--- src/rtl/jpeg_ctrl_pkg.sv ---
// rtl/jpeg_ctrl_pkg.sv - shared types and defaults for the DCT frame sequencer
package jpeg_ctrl_pkg;
  typedef enum logic [2:0] {IDLE, FILL, STREAM, DRAIN, DONE} seq_state_t;

  localparam int DEF_NUM_WORDS = 32768;
  localparam int DEF_WR_LAT    = 19;
  localparam int DEF_AW        = 15;
  localparam int COL_W         = 4;
endpackage

--- src/rtl/dct_frame_sequencer_if.sv ---
// rtl/dct_frame_sequencer_if.sv - control/address bundle between host, sequencer and DCT datapath
interface dct_frame_sequencer_if
  import jpeg_ctrl_pkg::*;
#(
  parameter int AW = DEF_AW
);
  logic          start;
  logic          hold;
  logic          busy;
  logic          done;
  logic [AW-1:0] mem_in_addr;
  logic [AW-1:0] mem_out_addr;
  logic          mem_out_wen;
  logic          tp1_sel;
  logic          tp2_sel;
  logic [2:0]    dct2_row;

  modport master (
    output start, hold,
    input  busy, done, mem_in_addr, mem_out_addr, mem_out_wen, tp1_sel, tp2_sel, dct2_row
  );

  modport slave (
    input  start, hold,
    output busy, done, mem_in_addr, mem_out_addr, mem_out_wen, tp1_sel, tp2_sel, dct2_row
  );
endinterface

--- src/rtl/dct_frame_sequencer_tp_pingpong.sv ---
// rtl/dct_frame_sequencer_tp_pingpong.sv - force/toggle select for one transpose-memory pair
module tp_pingpong
  import jpeg_ctrl_pkg::*;
#(
  parameter logic [COL_W-1:0] FORCE_VAL  = '0,
  parameter logic [2:0]       TOGGLE_VAL = '0
) (
  input  logic             clk,
  input  logic             reset,
  input  logic             en,
  input  logic [COL_W-1:0] col,
  output logic             sel
);

  // The force point re-aligns the pair every 16 reads; the toggle fires between force points.
  always_ff @(posedge clk or negedge reset) begin
    if (!reset) begin
      sel <= 1'b1;
    end else if (en) begin
      if (col == FORCE_VAL) begin
        sel <= 1'b1;
      end else if (col[2:0] == TOGGLE_VAL) begin
        sel <= !sel;
      end
    end
  end

endmodule

--- src/rtl/dct_frame_sequencer.sv ---
// rtl/dct_frame_sequencer.sv - one-shot frame controller for the two-pass 8x8 DCT datapath
module dct_frame_sequencer
  import jpeg_ctrl_pkg::*;
#(
  parameter int NUM_WORDS = DEF_NUM_WORDS,
  parameter int WR_LAT    = DEF_WR_LAT,
  parameter int AW        = DEF_AW
) (
  input logic                   clk,
  input logic                   reset,
  dct_frame_sequencer_if.slave  bus
);

  localparam int            CW        = AW + 1;
  localparam logic [AW-1:0] LAST_WORD = AW'(NUM_WORDS - 1);
  localparam logic [CW-1:0] FILL_LAST = CW'(WR_LAT - 1);
  localparam logic [CW-1:0] CYC_MAX   = '1;

  seq_state_t    state;
  seq_state_t    state_nx;
  logic [AW-1:0] rd_cnt;
  logic [AW-1:0] wr_cnt;
  logic [CW-1:0] cyc;
  logic          reading;
  logic          writing;
  logic          rd_last;
  logic          wr_last;
  logic          in_frame;

  assign rd_last = (rd_cnt == LAST_WORD);
  assign wr_last = (wr_cnt == LAST_WORD);

  always_ff @(posedge clk or negedge reset) begin
    if (!reset) begin
      state <= IDLE;
    end else begin
      state <= state_nx;
    end
  end

  always_comb begin
    state_nx = state;
    in_frame = 1'b0;
    reading  = 1'b0;
    writing  = 1'b0;
    bus.busy = 1'b0;
    bus.done = 1'b0;
    case (state)
      IDLE: begin
        if (bus.start) state_nx = FILL;
      end
      FILL: begin
        in_frame = 1'b1;
        reading  = !bus.hold;
        if (!bus.hold && cyc == FILL_LAST) state_nx = STREAM;
      end
      STREAM: begin
        in_frame = 1'b1;
        reading  = !bus.hold;
        writing  = !bus.hold;
        if (!bus.hold && rd_last) state_nx = DRAIN;
      end
      DRAIN: begin
        in_frame = 1'b1;
        writing  = !bus.hold;
        if (!bus.hold && wr_last) state_nx = DONE;
      end
      DONE: begin
        bus.done = 1'b1;
        state_nx = IDLE;
      end
      default: state_nx = IDLE;
    endcase
    bus.busy = in_frame;
  end

  // hold freezes every counter; the write strobe is dropped combinationally so the
  // frozen address is written exactly once, on the first cycle after release.
  always_ff @(posedge clk or negedge reset) begin
    if (!reset) begin
      rd_cnt <= '0;
      wr_cnt <= '0;
      cyc    <= '0;
    end else if (state == IDLE && bus.start) begin
      rd_cnt <= '0;
      wr_cnt <= '0;
      cyc    <= '0;
    end else if (in_frame && !bus.hold) begin
      if (cyc != CYC_MAX)       cyc    <= cyc + 1'b1;
      if (reading && !rd_last)  rd_cnt <= rd_cnt + 1'b1;
      if (writing && !wr_last)  wr_cnt <= wr_cnt + 1'b1;
    end
  end

  assign bus.mem_in_addr  = rd_cnt;
  assign bus.mem_out_addr = wr_cnt;
  assign bus.mem_out_wen  = !writing;
  assign bus.dct2_row     = rd_cnt[2:0];

  tp_pingpong #(
    .FORCE_VAL  (4'd0),
    .TOGGLE_VAL (3'd0)
  ) u_tp1 (
    .clk   (clk),
    .reset (reset),
    .en    (reading),
    .col   (rd_cnt[COL_W-1:0]),
    .sel   (bus.tp1_sel)
  );

  tp_pingpong #(
    .FORCE_VAL  (4'd9),
    .TOGGLE_VAL (3'd1)
  ) u_tp2 (
    .clk   (clk),
    .reset (reset),
    .en    (reading),
    .col   (rd_cnt[COL_W-1:0]),
    .sel   (bus.tp2_sel)
  );

endmodule

--- src/flat_wrapper.sv ---
// flat-port wrapper written by rule: the top's interface ports become plain ports
module dct_frame_sequencer_flat import jpeg_ctrl_pkg::*;
#(
  parameter int NUM_WORDS = DEF_NUM_WORDS,
  parameter int WR_LAT    = DEF_WR_LAT,
  parameter int AW        = DEF_AW
)
  (clk, reset, bus_start, bus_hold, bus_busy, bus_done, bus_mem_in_addr, bus_mem_out_addr, bus_mem_out_wen, bus_tp1_sel, bus_tp2_sel, bus_dct2_row);
  dct_frame_sequencer_if #(.AW(AW)) bus_i ();
  input logic clk;
  input logic reset;
  input wire logic [$bits(bus_i.start)-1:0] bus_start;
  input wire logic [$bits(bus_i.hold)-1:0] bus_hold;
  output wire logic [$bits(bus_i.busy)-1:0] bus_busy;
  output wire logic [$bits(bus_i.done)-1:0] bus_done;
  output wire logic [$bits(bus_i.mem_in_addr)-1:0] bus_mem_in_addr;
  output wire logic [$bits(bus_i.mem_out_addr)-1:0] bus_mem_out_addr;
  output wire logic [$bits(bus_i.mem_out_wen)-1:0] bus_mem_out_wen;
  output wire logic [$bits(bus_i.tp1_sel)-1:0] bus_tp1_sel;
  output wire logic [$bits(bus_i.tp2_sel)-1:0] bus_tp2_sel;
  output wire logic [$bits(bus_i.dct2_row)-1:0] bus_dct2_row;
  assign bus_i.start = bus_start;
  assign bus_i.hold = bus_hold;
  assign bus_busy = bus_i.busy;
  assign bus_done = bus_i.done;
  assign bus_mem_in_addr = bus_i.mem_in_addr;
  assign bus_mem_out_addr = bus_i.mem_out_addr;
  assign bus_mem_out_wen = bus_i.mem_out_wen;
  assign bus_tp1_sel = bus_i.tp1_sel;
  assign bus_tp2_sel = bus_i.tp2_sel;
  assign bus_dct2_row = bus_i.dct2_row;
  dct_frame_sequencer #(.NUM_WORDS(NUM_WORDS), .WR_LAT(WR_LAT), .AW(AW)) u_core (.clk(clk), .reset(reset), .bus(bus_i));
endmodule
--- config.mk ---
export PLATFORM = sky130hd
export DESIGN_NAME = dct_frame_sequencer_flat
export DESIGN_NICKNAME = d
export VERILOG_FILES = /design/src/rtl/jpeg_ctrl_pkg.sv /design/src/rtl/dct_frame_sequencer_if.sv /design/src/rtl/dct_frame_sequencer_tp_pingpong.sv /design/src/rtl/dct_frame_sequencer.sv /design/src/flat_wrapper.sv
export SDC_FILE = /design/constraint.sdc
export NUM_CORES = 1
export LEC_CHECK = 0
export BUFFER_PORTS_ARGS = -buffer_cell sky130_fd_sc_hd__clkbuf_2
export CORE_MARGIN = 4
export CORE_UTILIZATION = 48
export DETAILED_ROUTE_END_ITERATION = 8
export GPL_ROUTABILITY_DRIVEN = 0
export PLACE_DENSITY = 0.83
export SLEW_MARGIN = 20
export SYNTH_ARGS = -nofsm -noshare
export SYNTH_HDL_FRONTEND = slang
export SYNTH_HIERARCHICAL = 1
export SYNTH_SLANG_ARGS = --single-unit
--- constraint.sdc ---
create_clock -name clk -period 2.1 [get_ports clk]
set_clock_uncertainty 0.2 [all_clocks]
set_input_delay 0.21 -clock clk [delete_from_list [all_inputs] [get_ports clk]]
set_output_delay 0.21 -clock clk [all_outputs]
set_load 0.02 [all_outputs]
## Word-level counts from Yosys, hierarchy flattened

Cells that the tools add are included.

- Register bits: 51
- Output and inout port bits: 38
- Word-level logic and storage cells: 76

- Add/subtract/negate cells: 3
- Equal/unequal tests: 14
- Mux-type cells: 22
- Reduce and logical (&&, ||, !) cells: 31

Operator list:

| cell | count |
|---|---|
| two-way mux 15 bit | 6 |
| two-way mux 16 bit | 3 |
| adder 15 x 1 -> 15 bit, second input constant | 2 |
| equality test 15 bit, second input constant | 2 |
| adder 16 x 1 -> 16 bit, second input constant | 1 |
| equality test 16 x 5 -> 1 bit, second input constant | 1 |
| != test 16 bit, second input constant | 1 |
| two-way mux 3 bit | 4 |
| one-hot mux 3 bit (4 select lines) | 1 |
| nonzero test 2 bit | 6 |
| AND reduction 2 bit | 5 |
| two-way mux 1 bit | 8 |
| logical AND 1 bit | 7 |
| equality test 3 x 1 -> 1 bit, second input constant | 2 |
| equality test 3 x 2 -> 1 bit, second input constant | 2 |
| logical NOT 1 bit | 6 |
| logical NOT 3 bit | 2 |
| != test 2 x 1 -> 1 bit, second input constant | 3 |
| equality test 4 bit, second input constant | 1 |
| logical NOT 4 bit | 1 |
| AND reduction 4 bit | 1 |
| OR reduction 2 bit | 2 |
| equality test 3 bit, second input constant | 1 |
| OR reduction 3 bit | 1 |
| != test 2 bit, second input constant | 1 |

## Longest topological paths before layout

- Depth in word-level cells: 7
- Mapped depth: 7

## Hierarchy

The synthesis kept the hierarchy.

By module, submodules not included:

| module | times used | cells an instance | area each (um^2) | sequential area each (um^2) |
|---|---|---|---|---|
| dct_frame_sequencer | 1 | 313 | 2881.5 | 1226.2 |
| tp_pingpong (u_core.u_tp2) | 1 | 4 | 60.1 | 26.3 |
| tp_pingpong (u_core.u_tp1) | 1 | 4 | 56.3 | 26.3 |

## Worst setup path before layout

Ideal clock, no wire load.

- Kind: reg2reg
- Start: register u_core.rd_cnt[0] (netlist: u_core/bus.mem_in_addr[0])
- End: register u_core.rd_cnt[4] (netlist: u_core/bus.mem_in_addr[4])
- Library setup time: 0.081 ns
- Arrival time: 1.868 ns
- Data required time: 1.819 ns
- Path slack: -0.049 ns
- Cell stages (with the launch flop): 7
- Period minus slack after synthesis: 2.149 ns
- Cells stage by stage: dfrtp_1 -> ha_1 -> and4_1 -> and4_1 -> clkbuf_1 -> nor4b_1 -> mux2i_1

- Cells in the longest elaborated chain, start to end: 5
- Elaborated cells on any way between the ends: 9

RTL lines:

| item | line | source |
|---|---|---|
| start, declared | dct_frame_sequencer.sv:21 | `logic [AW-1:0] rd_cnt;` |
| start signal, assigned | dct_frame_sequencer.sv:90 | `if (reading && !rd_last) rd_cnt <= rd_cnt + 1'b1;` |
| branches (longest 5 deep; another with adder 15 x 1 -> 15 bit) | -- |  |

Several ways; the timed one is not identified. The select of a mux whose other input is x is not followed.
A chain may end at the register's enable or synchronous reset.

## Worst setup path in the final report

- Start: register u_core.state[2]
- End: register u_core.wr_cnt[14] (netlist: u_core/bus.mem_out_addr[14])

- Cells in the longest elaborated chain, start to end: 6
- Elaborated cells on any way between the ends: 15

RTL lines:

| item | line | source |
|---|---|---|
| start, declared | dct_frame_sequencer.sv:19 | `seq_state_t state;` |
| start signal, assigned | dct_frame_sequencer.sv:37 | `state <= state_nx;` |
| equality test 3 x 1 -> 1 bit / equality test 3 x 2 -> 1 bit (equally long branches) | dct_frame_sequencer.sv:48 | `case (state)` |
| OR reduction 3 bit (no source line) / OR reduction 2 bit (equally long branches) | -- |  |
| two-way mux 1 bit, on equally long branches | -- |  |
| logical AND 1 bit, on equally long branches | dct_frame_sequencer.sv:88, dct_frame_sequencer.sv:91 |  |
| nonzero test 2 bit (no source line) | -- |  |
| AND reduction 2 bit (no source line) | -- |  |
| end signal, assigned | dct_frame_sequencer.sv:91 | `if (writing && !wr_last) wr_cnt <= wr_cnt + 1'b1;` |
| end, declared | dct_frame_sequencer.sv:22 | `logic [AW-1:0] wr_cnt;` |

Parallel ways exist; a longest one is shown, timed or not.

==> flow_metrics.env <==
export IMPL_status="completed"
export IMPL_leakage_uw=0.00163
export IMPL_viasPerCell=6.16
export IMPL_maxCapViolations=0
export IMPL_synth_area_per_cell_um2=9.34
export IMPL_synth_top_area_share_pct=40.9
export IMPL_drive_gt1_share_pct=26.1
export IMPL_rows=28
export IMPL_root_buffer="clkbuf_8"
export IMPL_wl_mm=7.35
export IMPL_layout_core_utilization_pct=59.2
export IMPL_die_w_um=87.0
export IMPL_yosysMostFrequentCell="dfrtp_1"
export IMPL_fmax_mhz=482
export IMPL_io_buffers=41
export IMPL_yosysWarnings=6
export IMPL_cp_end_kind="flip-flop"
export IMPL_ant_nets=0
export IMPL_wl_per_cell_um=16.2
export IMPL_critPathMaxFanout=7
export IMPL_nets=386
export IMPL_cts_sinks=51
export IMPL_core_mm2=0.00599
export IMPL_setup_violations=0
export IMPL_required_ns=2.13
export IMPL_grt_ovfl_total=0
export IMPL_crit_type="flip-flop to flip-flop"
export IMPL_ioPinCount=42
export IMPL_ys_seq_area_share_pct=42.7
export IMPL_relSlewSlack_pct=56.5
export IMPL_period_share_pct=98.8
export IMPL_synthArstFlopShare_pct=100
export IMPL_yosys_top_cells_area="dfrtp_1 (41%), mux2i_1 (5.3%), nand2_1 (4.8%), nand4_1 (3.5%), nand3_1 (3.3%)"
export IMPL_syn_area_mm2=0.00300
export IMPL_num_antenna_cells=0
export IMPL_synth_common_cells="dfrtp_1 (49), nand2_1 (38), nand3_1 (20)"
export IMPL_syn_nets=329
export IMPL_yosys_area_top_type="dfrtp_1"
export IMPL_grt_pass1_wl_mm=12.2
export IMPL_htreeDepth=2
export IMPL_dp_hpwl_mm=5.21
export IMPL_synth_cells=321
export IMPL_hold_class="input port to flip-flop"
export IMPL_ys_ff_latch=51
export IMPL_dieHeight_um=87.0
export IMPL_critical_path_arrival_ns=2.11
export IMPL_cts_tree="built"
export IMPL_start_kind="flip-flop"
export IMPL_post_cts_buffers=0
export IMPL_worstMarginPinSlew_ns=0.653
export IMPL_hold_viol=0
export IMPL_slew_violations=0
export IMPL_finalCriticalPeriod_ns=2.08
export IMPL_ir_drop_mv=0.574
export IMPL_post_dp_cell_area_mm2=0.00342
export IMPL_synth_edf_count=0
export IMPL_vias=2796
export IMPL_synth_distinct_cells=50
export IMPL_fillers=504
export IMPL_synth_ff_type="dfrtp_1"
export IMPL_grt_pass1_vias=2513
export IMPL_antenna_found_initial=0
export IMPL_cts_buffers=5
export IMPL_drt_iter0_drc=122
export IMPL_syn2layout_area_growth_pct=18.3
export IMPL_finalPower_uw=2390
export IMPL_design_area_mm2=0.00355
export IMPL_initial_core_util_pct=50.0
export IMPL_setup_tns_ns=0
export IMPL_grt_usage_pct=19.8
export IMPL_clk_latency_ns=0.31
export IMPL_reg2reg_slack_ns=0.02
export IMPL_power_density_mw_per_mm2=675
export IMPL_grt_max_degree=52
export IMPL_drc_errors=0
export IMPL_clockBufferDepth=2
export IMPL_clk_pin_slew_ns=0.09
export IMPL_dieArea_mm2=0.00757
export IMPL_first_pass_iters=7
[layout by cell type (no fill, tap or decap), types with 3 or more instances in the layout]
cell	instances
o31ai_1	8
buf_4	29
and3_1	8
a21oi_1	17
o21ai_0	4
nand4_1	17
inv_1	8
clkbuf_8	7
dfrtp_1	46
mux2i_1	16
a31oi_1	5
or3_1	4
nand3_1	20
and2_1	6
or2_2	3
o22ai_1	6
ha_1	4
nor3_1	8
nand2b_1	6
nor2_1	8
nor4_1	5
or4_1	9
nand2_1	38
dfrtp_2	3
and4_1	10
clkbuf_2	41
o211ai_1	10
[flip-flops by register name, indices dropped and copies added, names as in the netlist]
name                     flops
u_core/bus.mem_in_addr      15
u_core/bus.mem_out_addr     15
u_core/cyc                  16
u_core/state                 3
u_core/u_tp1/sel             1
u_core/u_tp2/sel             1
[timing repair]
action                                  CTS  global route
pin swaps                                 0             1
gates resized for setup                   2             5
hold endpoints to repair                 49             0
endpoints found under the setup margin    1             9
hold buffers                              1             0
cloned                                    0             0
[worst max-delay path: stages, from the launching register on]
cell and delay, ns:
dfrtp_2 0.47, nor3b_4 0.22, inv_2 0.06, or4_4 0.55, or3_1 0.33, a21oi_1 0.17
[power by group]
group	leakage [µW]	switching, µW	internal [µW]
logic	0.000933	309	235
registers	0.000649	128	1090
clock network	0.0000515	327	301
[stage by stage]
stage	setup slack, ns	hold slack (ns)	instances
final	0.0249	0.157	454
after global routing	-0.00971	0.161	454
after CTS	0.0195	0.156	454
after detailed placement	0.0109	0.171	445
after global placement	0.102	0.165	445
after floorplan	0.0181	-0.286	321
[logic make-up (layout without fill, tap and decap cells)]
| logic type | Yosys count | after routing | synth area share (%) |
|---|---|---|---|
| multiplexers | 18 | 18 | 6.22 |
| adder cells (fa/ha/maj) | 4 | 4 | 1.67 |
| flip-flops | 51 | 51 | 42.7 |
| AO/OA/AOI/OAI | 60 | 60 | 13.3 |
| AND/OR/NAND/NOR | 157 | 157 | 31.1 |
| XOR/XNOR | 1 | 1 | 0.292 |
| buffers and inverters | 30 | 88 | 4.72 |
[final timing paths]
path	cells after the start	end	startpoint
worst max-delay path	5	u_core/bus.mem_out_addr[14]	u_core/state[2]
worst min-delay path	3	u_core/bus.mem_out_addr[8]	bus_start
worst max register to register	5	u_core/bus.mem_out_addr[14]	u_core/state[2]
worst min register to register	1	u_core/bus.mem_out_addr[13]	u_core/bus.mem_out_addr[13]
max in group asynchronous	3	u_core/state[1]	reset
min in group asynchronous	3	u_core/bus.mem_in_addr[8]	reset
[metal layers]
| layer | up-vias | part of all wire (%) | GRT usage [%] |
|---|---|---|---|
| li1 | 1331 | - | - |
| met1 | 1347 | 46 | 27.1 |
| met2 | 107 | 46 | 31.8 |
| met3 | 11 | 6.0 | 3.03 |
| met4 | 0 | 1.6 | 6.66 |
| met5 | - | 0 | 0 |
[area by class of cell]
type | count | area (µm²) | share of cell area, %
clock buffer | 8 | 100 | 2.82
inverter | 9 | 33.8 | 0.952
multi-input combinational | 240 | 1600 | 45.2
sequential | 51 | 1280 | 36.2
tap | 75 | 93.8 | 2.65
timing repair buffer | 71 | 433 | 12.2
No activity file was read; power rests on OpenSTA's default activity.
